<file path="src/rtl/decode_stage.sv">
// RV32I decode stage with a DEPTH-entry skid buffer: 1-cycle latency when empty.
// ready_out depends only on registered occupancy; when full, a same-cycle pop does not admit a push.
module decode_stage #(
   parameter int DEPTH = 2
) (
   input  logic        clk,
   input  logic        reset,
   input  logic        flush,
   input  logic        valid_in,
   output logic        ready_out,
   input  logic [31:0] instr_in,
   input  logic [31:0] pc_in,
   input  logic [31:0] pc_4_in,
   output logic        valid_out,
   input  logic        ready_in,
   output logic [31:0] pc_out,
   output logic [31:0] pc_4_out,
   output logic [6:0]  opcode,
   output logic [2:0]  funct3,
   output logic [6:0]  funct7,
   output logic [4:0]  rd,
   output logic [4:0]  rs1,
   output logic [4:0]  rs2,
   output logic [31:0] imm,
   output logic [1:0]  fu_type,
   output logic        uses_rs1,
   output logic        uses_rs2,
   output logic        writes_rd,
   output logic        illegal
);

   localparam int CW = $clog2(DEPTH + 1);
   localparam int PW = $clog2(DEPTH);

   localparam logic [6:0] OPC_OP     = 7'b0110011;
   localparam logic [6:0] OPC_OP_IMM = 7'b0010011;
   localparam logic [6:0] OPC_LOAD   = 7'b0000011;
   localparam logic [6:0] OPC_STORE  = 7'b0100011;
   localparam logic [6:0] OPC_BRANCH = 7'b1100011;
   localparam logic [6:0] OPC_JAL    = 7'b1101111;
   localparam logic [6:0] OPC_JALR   = 7'b1100111;
   localparam logic [6:0] OPC_LUI    = 7'b0110111;
   localparam logic [6:0] OPC_AUIPC  = 7'b0010111;

   localparam logic [1:0] FU_ALU = 2'd0;
   localparam logic [1:0] FU_BR  = 2'd1;
   localparam logic [1:0] FU_LSU = 2'd2;

   typedef struct packed {
      logic [31:0] pc;
      logic [31:0] pc_4;
      logic [6:0]  opcode;
      logic [2:0]  funct3;
      logic [6:0]  funct7;
      logic [4:0]  rd;
      logic [4:0]  rs1;
      logic [4:0]  rs2;
      logic [31:0] imm;
      logic [1:0]  fu_type;
      logic        uses_rs1;
      logic        uses_rs2;
      logic        writes_rd;
      logic        illegal;
   } uop_t;

   uop_t          dec;
   uop_t          mem [DEPTH];
   logic [PW-1:0] head;
   logic [PW-1:0] tail;
   logic [CW-1:0] count;
   logic          push;
   logic          pop;
   logic          wr_en;

   always_comb begin
      dec        = '0;
      dec.pc     = pc_in;
      dec.pc_4   = pc_4_in;
      dec.opcode = instr_in[6:0];
      dec.funct3 = instr_in[14:12];
      dec.funct7 = instr_in[31:25];
      dec.rd     = instr_in[11:7];
      dec.rs1    = instr_in[19:15];
      dec.rs2    = instr_in[24:20];
      wr_en      = 1'b0;
      case (instr_in[6:0])
         OPC_OP: begin
            dec.uses_rs1 = 1'b1;
            dec.uses_rs2 = 1'b1;
            wr_en        = 1'b1;
         end
         OPC_OP_IMM, OPC_LOAD: begin
            dec.uses_rs1 = 1'b1;
            dec.imm      = {{20{instr_in[31]}}, instr_in[31:20]};
            dec.fu_type  = (instr_in[6:0] == OPC_LOAD) ? FU_LSU : FU_ALU;
            wr_en        = 1'b1;
         end
         OPC_STORE: begin
            dec.uses_rs1 = 1'b1;
            dec.uses_rs2 = 1'b1;
            dec.imm      = {{20{instr_in[31]}}, instr_in[31:25], instr_in[11:7]};
            dec.fu_type  = FU_LSU;
         end
         OPC_BRANCH: begin
            dec.uses_rs1 = 1'b1;
            dec.uses_rs2 = 1'b1;
            dec.imm      = {{19{instr_in[31]}}, instr_in[31], instr_in[7],
                            instr_in[30:25], instr_in[11:8], 1'b0};
            dec.fu_type  = FU_BR;
         end
         OPC_JAL: begin
            dec.imm     = {{11{instr_in[31]}}, instr_in[31], instr_in[19:12],
                           instr_in[20], instr_in[30:21], 1'b0};
            dec.fu_type = FU_BR;
            wr_en       = 1'b1;
         end
         OPC_JALR: begin
            dec.uses_rs1 = 1'b1;
            dec.imm      = {{20{instr_in[31]}}, instr_in[31:20]};
            dec.fu_type  = FU_BR;
            wr_en        = 1'b1;
         end
         OPC_LUI, OPC_AUIPC: begin
            dec.imm = {instr_in[31:12], 12'b0};
            wr_en   = 1'b1;
         end
         default: dec.illegal = 1'b1;
      endcase
      dec.writes_rd = wr_en && (instr_in[11:7] != 5'd0);
   end

   assign ready_out = (count != CW'(DEPTH));
   assign valid_out = (count != '0);
   assign push      = valid_in && ready_out;
   assign pop       = valid_out && ready_in;

   always_ff @(posedge clk or negedge reset) begin
      if (!reset) begin
         count <= '0;
         head  <= '0;
         tail  <= '0;
         for (int i = 0; i < DEPTH; i++) mem[i] <= '0;
      end else if (flush) begin
         count <= '0;
         head  <= '0;
         tail  <= '0;
      end else begin
         if (push) begin
            mem[tail] <= dec;
            tail      <= (tail == PW'(DEPTH - 1)) ? '0 : tail + PW'(1);
         end
         if (pop) head <= (head == PW'(DEPTH - 1)) ? '0 : head + PW'(1);
         if (push && !pop)      count <= count + CW'(1);
         else if (pop && !push) count <= count - CW'(1);
      end
   end

   // Outputs track the head entry; after a pop the stale entry stays visible but unqualified.
   assign pc_out    = mem[head].pc;
   assign pc_4_out  = mem[head].pc_4;
   assign opcode    = mem[head].opcode;
   assign funct3    = mem[head].funct3;
   assign funct7    = mem[head].funct7;
   assign rd        = mem[head].rd;
   assign rs1       = mem[head].rs1;
   assign rs2       = mem[head].rs2;
   assign imm       = mem[head].imm;
   assign fu_type   = mem[head].fu_type;
   assign uses_rs1  = mem[head].uses_rs1;
   assign uses_rs2  = mem[head].uses_rs2;
   assign writes_rd = mem[head].writes_rd;
   assign illegal   = mem[head].illegal;

endmodule

</file>
<file path="config.mk">
export PLATFORM = sky130hd
export DESIGN_NAME = decode_stage
export DESIGN_NICKNAME = d
export VERILOG_FILES = /design/src/rtl/decode_stage.sv
export SDC_FILE = /design/constraint.sdc
export NUM_CORES = 1
export LEC_CHECK = 0
export BUFFER_PORTS_ARGS = -buffer_cell sky130_fd_sc_hd__buf_2
export CORE_MARGIN = 4
export CORE_UTILIZATION = 40
export CTS_BUF_LIST = sky130_fd_sc_hd__clkbuf_4 sky130_fd_sc_hd__clkbuf_8 sky130_fd_sc_hd__clkbuf_16
export DETAILED_ROUTE_END_ITERATION = 12
export PLACE_DENSITY_LB_ADDON = 0.05
export SYNTH_ARGS = -nofsm -noshare
export SYNTH_HDL_FRONTEND = slang
export SYNTH_SLANG_ARGS = --single-unit
export TNS_END_PERCENT = 10
</file>
<file path="constraint.sdc">
create_clock -name clk -period 2.3 [get_ports clk]
set_input_delay 0.23 -clock clk [delete_from_list [all_inputs] [get_ports clk]]
set_output_delay 0.23 -clock clk [all_outputs]
set_load 0.01 [all_outputs]
</file>
==> reports/qor.txt, run 1 <==
Core Region: 30,500 um2
Nets: 1,694
Row cnt: 64
Starting density of the core: 40.4%
Routability cong.: 0.749
Crit path cell chain: buf_12 -> mux2_2 -> buf_2
Initial antenna violation count: 1
Vias: 9,819
CP max-delay cell: dfrtp_4
Worst Hold Class: in2reg
Critical path arrival: 1.95 ns
Startpoint types: flop
Iter 0 DRT Violations: 574
Tot Pwr: 14.6 mW
Root buf cell: clkbuf_16
Adder-cell share of the synthesized area: 0%
Syn Std Cell Area: 12,300 um2
CTS Buf Count: 31
Primary FF master, synth: dfrtp_1
Met3 GRT Util: 3.07%
Max Cap Viol: 0
Cells after DPL: 1,862
Post-synth ARST share: 100%
Minimum clock period: 2.18 ns
Syn avg cell area: 9.62 um2
Compound-Gate Fraction of Synth Area: 4.88%
Fmax: 459 MHz
Wirelength per Cell: 17.1 um
CTS tree: built
Setup TNS Final: 0 ns
# diodes: 0
Grt met2 use: 32.7%
ANT nets after route: 0
Residual DRC: 0
Relative max-transition margin: 62.7%
Top-Level Pins: 237
Syn nets: 1,383
GR Overflow Total: 0
Clock slew at reported path FFs: 0.06 ns
Static Leak: 8.30 nW
Setup violators final: 0
CP endpoint kind: primary output
Crit path kind: reg2out
Non-Filler Instances: 2,013
First-pass GRT wire length: 55,900 um
Synth unique cells: 46
GRT Util Overall: 20.3%
Post-synth EDFFs: 0
Post-Synth Simple-Gate Area: 21.6%
H-tree levels: 1
Largest net degree at the start of global routing: 83
Hold_ws: 0.0391 ns
Worst path max stage delay: 0.47 ns
Most common cell after layout, fill and taps aside: nand2_1
Die Wd: 184 um
Reg area: 6810 um2
Insertion delay of the later-clocked pin in the worst-skew pair: 0.55 ns
Final HPWL DP: 22,000 um
Largest family of logic cells by synthesized area: simple AND/OR/NAND/NOR gates
YS warnings: 0
Final Hold Violating Endpoints: 0
Gr busiest metal: met2
Setup ws final: 0.119 ns
Layout Skew: 0.0152 ns
Final Slew Violations: 0
Part of the cycle the worst path needs: 94.8%
Die area: 33,700 um2
Vias in the first global route: 10,354
Placed cell areas: 14,000 um2
Vias/cell: 4.88
Share of cells above drive strength 1: 30.3%
Power per Cell Area: 916 nW/um2
Port Buffers: 236
Crit-path max FO: 55
Least-Margin Pin Slew: 0.560 ns
Clk buf depth: 3
Cell count after synthesis: 1,282
Fillers: 2,824
WL final: 34,400 um
RSZ-0062 raised after global routing: false
Clock Sinks: 272
Die Height: 184 um
Final core utilization: 52.4%
Synth Area in XOR/XNOR: 0.142%
DP Worst Slack: 0.373 ns
GR met1 Demand/Resource: 28.9%
Most frequent cells in the layout: 587 x nand2_1, 271 x dfrtp_1, 235 x buf_2
Mux contribution to synthesized area: 14.6%
Worst vdd rail ir drop: 0.000564 V
Area of the multi-input gates: 5090 um2
Area Overhead vs Synth: 29.5%
Synthesized flop and latch total: 272
Drt first pass iters: 4
Register area share after synthesis: 55.2%
Status: completed
Design Area, Final: 16,000 um2
CP required: 2.07 ns
-- cell families (layout without fill, tap and decap cells) --
| group | after synthesis | in the layout |
|---|---|---|
| buffers and inverters | 89 | 424 |
| xor gates and xnor gates | 2 | 2 |
| AOI/OAI and AO/OA | 94 | 94 |
| muxes | 160 | 160 |
| and+or+nand+nor | 665 | 665 |
| DFF | 272 | 272 |
-- state kept, by name, indices dropped and copies added, names as in the netlist --
name	flops
mem	268
count	2
head	1
tail	1
-- worst paths after layout --
| kind | from | end | slack [ns] | cells after the start |
|---|---|---|---|---|
| max | head | funct3[0] | 0.12 | 3 |
| min | instr_in[4] | mem[201] | 0.04 | 3 |
| max reg2reg | count[1] | mem[151] | 0.37 | 4 |
| min reg2reg | mem[266] | mem[266] | 0.47 | 2 |
| max in group asynchronous | reset | mem[111] | 1.32 | 3 |
| min in group asynchronous | reset | mem[116] | 0.21 | 2 |
-- cell usage after synthesis (all sizes together) (5+ instances only) --
cell / instances / area (um2)
nor2: 34 / 128
clkbuf: 31 / 118
o22a: 16 / 140
nand3: 8 / 40.0
a21boi: 7 / 52.6
inv: 8 / 30.0
nor2b: 5 / 38.8
dfrtp: 272 / 6810
o21ai: 30 / 150
buf: 50 / 289
a21oi: 26 / 130
mux2: 160 / 1800
and3: 11 / 68.8
nand2: 587 / 2200
-- where the power goes --
part | switching, mW | internal (mW)
sequential | 0.515 | 5.85
clock | 1.97 | 3.10
combinational | 1.68 | 1.52
-- routing by layer --
metal / wire (um) / vias up
met5: 7 / -
met2: 15700 / 239
met1: 16100 / 4745
li1: - / 4786
met3: 1710 / 47
met4: 827 / 2
-- area by class of cell --
type / instances / share of cell area, %
repair buffers: 359 / 15.5
clock buffers: 47 / 6.04
inverters: 8 / 0.188
clock inverters: 10 / 0.666
flip-flops and latches: 272 / 42.6
multi-input cells: 921 / 31.9
well taps: 396 / 3.10
-- critical path, delay by kind of cell, from the launching register on --
| family | cells | cell delay, ns |
|---|---|---|
| DFF | 1 | 0.47 |
| muxes | 1 | 0.43 |
| buffers and inverters | 2 | 0.45 |
-- timing repair --
action / 4_1_cts / 5_1_grt
endpoints found under the hold margin: 256 / 0
hold buffers: 94 / 0
resized for setup: 0 / 0
setup buffers: 0 / 0
No activity file was read; power rests on OpenSTA's default activity.
==> run 2: changes to the inputs <==
- CORE_ASPECT_RATIO: unset -> 1.75
- CORE_UTILIZATION: 40 -> 47
- PLACE_DENSITY: unset -> 0.79
- PLACE_DENSITY_LB_ADDON: 0.05 -> unset
==> run 2 against run 1 <==
First-iteration DRC count is 35% higher. Critical path depth is the same. Cell area decreased by 2.6%. Clock skew decreased by 0.0079 ns. Via count grew 4.4%. Critical path type unchanged. Critical endpoint is now imm[19]. Largest cell class unchanged. Largest power group unchanged.
==> reports/qor.txt, run 2 (synthesis results as in run 1) <==
Power per Cell Area: 892 nW/um2 (-2.6%)
Fmax: 449 MHz (-2.0%)
Die area: 29,000 um2 (-14%)
Crit path kind: reg2out
Post-CTS sizing: 0 (unchanged)
Core Region: 25,900 um2 (-15%)
Final Slew Violations: 0 (unchanged)
Part of the cycle the worst path needs: 96.8% (+2.0 points)
Worst Hold Class: in2reg
Static Leak: 8.13 nW (-2.1%)
Fillers: 2,024 (-28%)
Row cnt: 78 (+22%)
Max reg flops: 268 (unchanged)
Vias: 10,250 (+4.4%)
Die Height: 222 um (+21%)
Worst flop-to-flop path startpoint: count[1]
CTS tree: built
Clock slew at reported path FFs: 0.06 ns (about the same)
Setup crit end: imm[19]
Die Wd: 130 um (-29%)
Top-Level Pins: 237 (unchanged)
Tot Pwr: 13.9 mW (-5.1%)
Status: completed
Startpoint types: flop
Crit-path max FO: 89 (+62%)
Drt first pass iters: 7 (+3)
Vias in the first global route: 10,737 (+3.7%)
Most common cell after layout, fill and taps aside: nand2_1
Reg2reg path depth: 4 (unchanged)
Insertion delay of the later-clocked pin in the worst-skew pair: 0.52 ns (-0.03 ns)
Largest registers: mem x268, count x2
H-tree levels: 1 (unchanged)
FF-to-FF End: mem[169]
Root buf cell: clkbuf_16
CP endpoint kind: primary output
Port Buffers: 236 (unchanged)
Final Hold Violating Endpoints: 0 (unchanged)
CP required: 2.07 ns (about the same)
First-pass GRT wire length: 54,400 um (-2.5%)
Biggest register: mem
Final HPWL DP: 21,400 um (-2.8%)
Relative max-transition margin: 56.2% (-6.5 points)
Worst reg-to-reg setup slack: 0.37 ns (about the same)
ANT nets after route: 0 (unchanged)
Most frequent cells in the layout: 587 x nand2_1, 271 x dfrtp_1, 235 x buf_2
Residual DRC: 0 (unchanged)
Setup TNS Final: 0 ns (unchanged)
Worst vdd rail ir drop: 0.000487 V (-14%)
Max Cap Viol: 0 (unchanged)
Iter 0 DRT Violations: 773 (+35%)
Routability cong.: 0.845 (+13%)
Critical path arrival: 2.00 ns (+0.05 ns)
Non-Filler Instances: 1,914 (-4.9%)
Minimum clock period: 2.23 ns (+0.0450 ns)
GRT Util Overall: 23.2% (+2.9 points)
Least-Margin Pin Slew: 0.657 ns (+0.0978 ns)
Setup violators final: 0 (unchanged)
RSZ-0062 raised after global routing: false
Vias/cell: 5.36 (+9.8%)
CTS Buf Count: 26 (-16%)
CP Launch Point: head
Worst Hold Depth: 3 (unchanged)
Starting density of the core: 47.7% (+7.3 points)
GR Overflow Total: 0 (unchanged)
Layout Skew: 0.00727 ns (-0.00793 ns)
Wirelength per Cell: 17.7 um (+3.6%)
Clk buf depth: 3 (unchanged)
Largest net degree at the start of global routing: 90 (+8.4%)
Initial antenna violation count: 1 (unchanged)
Share of cells above drive strength 1: 29.5% (-0.82 points)
WL final: 33,900 um (-1.5%)
Clock Sinks: 272 (unchanged)
Area Overhead vs Synth: 26.2%
Nets: 1,677 (-1.0%)
Cells after DPL: 1,777 (-4.6%)
Hold_ws: 0.0310 ns (-0.00814 ns)
# diodes: 0 (unchanged)
[run 2: layout make-up]
type                       instances  area (um2)  area share [%]
inverter                           8        30.0           0.193
tap                              320         400            2.57
sequential                       272        6810            43.8
clock inverter                     9        82.6           0.531
clock buffer                      37         769            4.94
timing repair buffer             347        2380            15.3
multi-input combinational        921        5090            32.7
[run 2: timing repair]
action | CTS | global route
hold buffers | 91 | 0
endpoints found under the hold margin | 329 | 0
buffers inserted | 0 | 0
endpoints found under the setup margin | 0 | 0
[run 2: per-stage QoR]
stage | utilization, % | setup slack, ns | instance area (um2)
after global placement | 53.4 | 0.430 | 13800
after CTS | 60.2 | 0.0360 | 15600
after global routing | 60.2 | 0.0118 | 15600
after floorplan | - | 0.608 | 12300
after detailed placement | 53.4 | 0.385 | 13800
final | 60.2 | 0.0744 | 15600
[run 2: how the worst min path moves through the flow]
stage | startpoint | to | slack, ns
after floorplan | reset | count[0] | -0.07
after global placement | reset | mem[261] | 0.13
after detailed placement | reset | mem[261] | 0.13
after CTS | instr_in[24] | mem[30] | 0.007
after global routing | instr_in[24] | mem[164] | 0.01
final | instr_in[22] | mem[28] | 0.03
[run 2: worst max-delay path: stages (launching register included)]
cell and delay, ns:
dfrtp_4 0.44, buf_12 0.40, mux2_2 0.41, buf_2 0.15
[run 2: report_power, final]
part	internal, mW	switching [mW]
logic	1.50	1.75
registers	5.84	0.545
clock network	2.45	1.79
total	9.79	4.09
[run 2: routing by layer]
metal  wire (um)  track usage (%)  vias up
met5           7                0        -
met4        1650             11.0        2
met3        2140             3.54       94
met2       17100             40.0      391
met1       13000             27.9     5020
li1            -                -     4743
==> run 3: changes to the inputs <==
- BUFFER_PORTS_ARGS: -buffer_cell sky130_fd_sc_hd__buf_2 -> unset
- DONT_BUFFER_PORTS: unset -> 1
- GPL_ROUTABILITY_DRIVEN: unset -> 0
- PLACE_DENSITY: 0.79 -> 0.71
==> run 3 against run 2 <==
The run now ends with hold timing left. Wire length down 2.9%. First-iteration DRC count down 38%. Via count down 11%. Maximum frequency up 5.0%. Clock-buffer cell count unchanged. Clock skew up 0.0029 ns. Clock power up 5.4%. Cell area down 6.6%. Worst hold slack worse by 0.65 ns. Combinational power down 18%. Critical path type unchanged. Largest cell class unchanged. Highest routed layer unchanged.
==> reports/qor.txt, run 3 (synthesis results as in run 1) <==
Worst vdd rail ir drop: 0.000749 V (+54%)
Static Leak: 7.19 nW (-12%)
Worst Hold Class: in2async
Final Hold Violating Endpoints: 272 (+272)
Post-CTS Hold Buffers: 102 (+12%)
Largest net degree at the start of global routing: 273 (+200%)
Layout Skew: 0.0101 ns (+0.00287 ns)
Pint: 9.58 mW (-2.2%)
Failing checks: hold timing
Row cnt: 78 (unchanged)
Vias/cell: 5.36 (+0.16%)
Non-Filler Instances: 1,695 (-11%)
Hold_ws: -0.616 ns (-0.647 ns)
NetSw: 3.92 mW (-4.1%)
Cells after DPL: 1,542 (-13%)
Sw Share: 29.0% (-0.41 points)
Relative max-transition margin: 59.6% (+3.4 points)
Final HPWL DP: 20,200 um (-5.3%)
Met3 WL: 2280 um (+6.4%)
CP endpoint kind: primary output
CP required: 2.07 ns (about the same)
Top-Level Pins: 237 (unchanged)
RSZ-0062 raised after global routing: false
Largest registers: mem x268, count x2
Drt first pass iters: 5 (-2)
GR Overflow Total: 0 (unchanged)
Die Height: 222 um (unchanged)
Residual DRC: 0 (unchanged)
Area Overhead vs Synth: 17.9%
Clk buf depth: 3 (unchanged)
CTS tree: built
Clock Sinks: 272 (unchanged)
Crit path kind: reg2out
Iter 0 DRT Violations: 477 (-38%)
Part of the cycle the worst path needs: 92.1% (-4.6 points)
Status: finished, violations left
Startpoint types: flop
Die area: 29,000 um2 (unchanged)
Design Area, Final: 14,500 um2 (-6.6%)
Root buf cell: clkbuf_16
Critical path arrival: 1.89 ns (-0.11 ns)
Final Slew Violations: 0 (unchanged)
Port Buffers: 0 (-100%)
Setup TNS Final: 0 ns (unchanged)
Setup violators final: 0 (unchanged)
Clock slew at reported path FFs: 0.07 ns (about the same)
Nets: 1,454 (-13%)
Post-CTS sizing: 0 (unchanged)
Crit-path max FO: 50 (-44%)
Vias in the first global route: 9,344 (-13%)
Met2 wire len: 16,500 um (-3.4%)
Insertion delay of the later-clocked pin in the worst-skew pair: 0.54 ns (+0.02 ns)
CTS Buf Count: 27 (+3.8%)
Met1 WL: 12,600 um (-3.3%)
H-tree levels: 1 (unchanged)
Placed cell areas: 12,600 um2 (-8.6%)
Seq pwr share: 47.2% (+1.2 points)
Minimum clock period: 2.12 ns (-0.107 ns)
Max Cap Viol: 0 (unchanged)
ANT nets after route: 0 (unchanged)
Fmax: 472 MHz (+5.0%)
Most common cell after layout, fill and taps aside: nand2_1
Share of cells above drive strength 1: 17.4% (-12 points)
Least-Margin Pin Slew: 0.606 ns (-0.0516 ns)
Max reg flops: 268 (unchanged)
Clock Power Share: 33.1% (+2.6 points)
Comb power frac: 19.7% (-3.7 points)
WL final: 32,900 um (-2.9%)
GRT Util Overall: 22.2% (-0.94 points)
Highest routed metal layer: met5
Die Wd: 130 um (unchanged)
Initial antenna violation count: 2 (+1)
Most frequent cells in the layout: 587 x nand2_1, 271 x dfrtp_1, 160 x mux2_2
Wirelength per Cell: 19.4 um (+9.7%)
Starting density of the core: 47.7% (unchanged)
First-pass GRT wire length: 51,100 um (-6.1%)
Vias: 9,092 (-11%)
Power per Cell Area: 929 nW/um2 (+4.1%)
Post-CTS Setup Bufs: 0 (unchanged)
Biggest register: mem
Core Region: 25,900 um2 (unchanged)
-- run 3: cell types whose count changed in the layout (fill, tap and decap cells not counted), sizes merged --
cell and change:
buf -235, dlygate4sd3 +11, inv +3, bufinv +1, diode +1
-- run 3: power groups by stage --
| stage | logic, mW | registers (mW) | clock network [mW] |
|---|---|---|---|
| after floorplan | 2.01 | 6.29 | 0 |
| after global placement | 2.42 | 6.39 | 0 |
| after detailed placement | 2.46 | 6.46 | 0 |
| after CTS | 2.68 | 6.37 | 4.59 |
| after global routing | 2.94 | 6.50 | 4.76 |
| final | 2.66 | 6.37 | 4.47 |
-- run 3: layout make-up --
class | count | area (um2)
Antenna cell | 1 | 2.50
Tap cell | 320 | 400
Timing Repair Buffer | 123 | 1300
Sequential cell | 272 | 6810
Inverter | 8 | 30.0
Clock inverter | 13 | 131
Fill cell | 2181 | 11300
Multi-Input combinational cell | 921 | 5090
Clock buffer | 37 | 769
-- run 3: worst paths after layout --
kind	start	endpoint	slack, ns	cells past startpoint
worst max-delay path	head	funct3[1]	0.18	2
worst min-delay path	reset	mem[179]	-0.62	0
worst max register to register	count[1]	count[0]	0.19	5
worst min register to register	mem[105]	mem[105]	0.47	2
max in group asynchronous	reset	mem[104]	2.39	0
min in group clk	valid_in	count[1]	0.03	4
-- run 3: routing by layer --
metal / up-vias / GRT usage (%)
met5: - / 0
met2: 293 / 37.5
li1: 4317 / -
met4: 2 / 10.3
met3: 77 / 5.08
met1: 4403 / 26.7
-- run 3: through the flow --
step	setup slack [ns]	utilization [%]	hold slack (ns)	power, mW
after detailed placement	0.411	48.8	-0.0589	8.92
after floorplan	0.608	-	-0.0656	8.30
after CTS	0.152	56.2	-0.645	13.6
after global routing	0.0785	56.2	-0.646	14.2
after global placement	0.483	48.8	-0.0578	8.81
final	0.181	56.2	-0.616	13.5
-- run 3: worst max-delay path, cell delays in order, from the launching register on --
cell	delay (ns)
dfrtp_4	0.55
buf_12	0.30
mux2_2	0.46
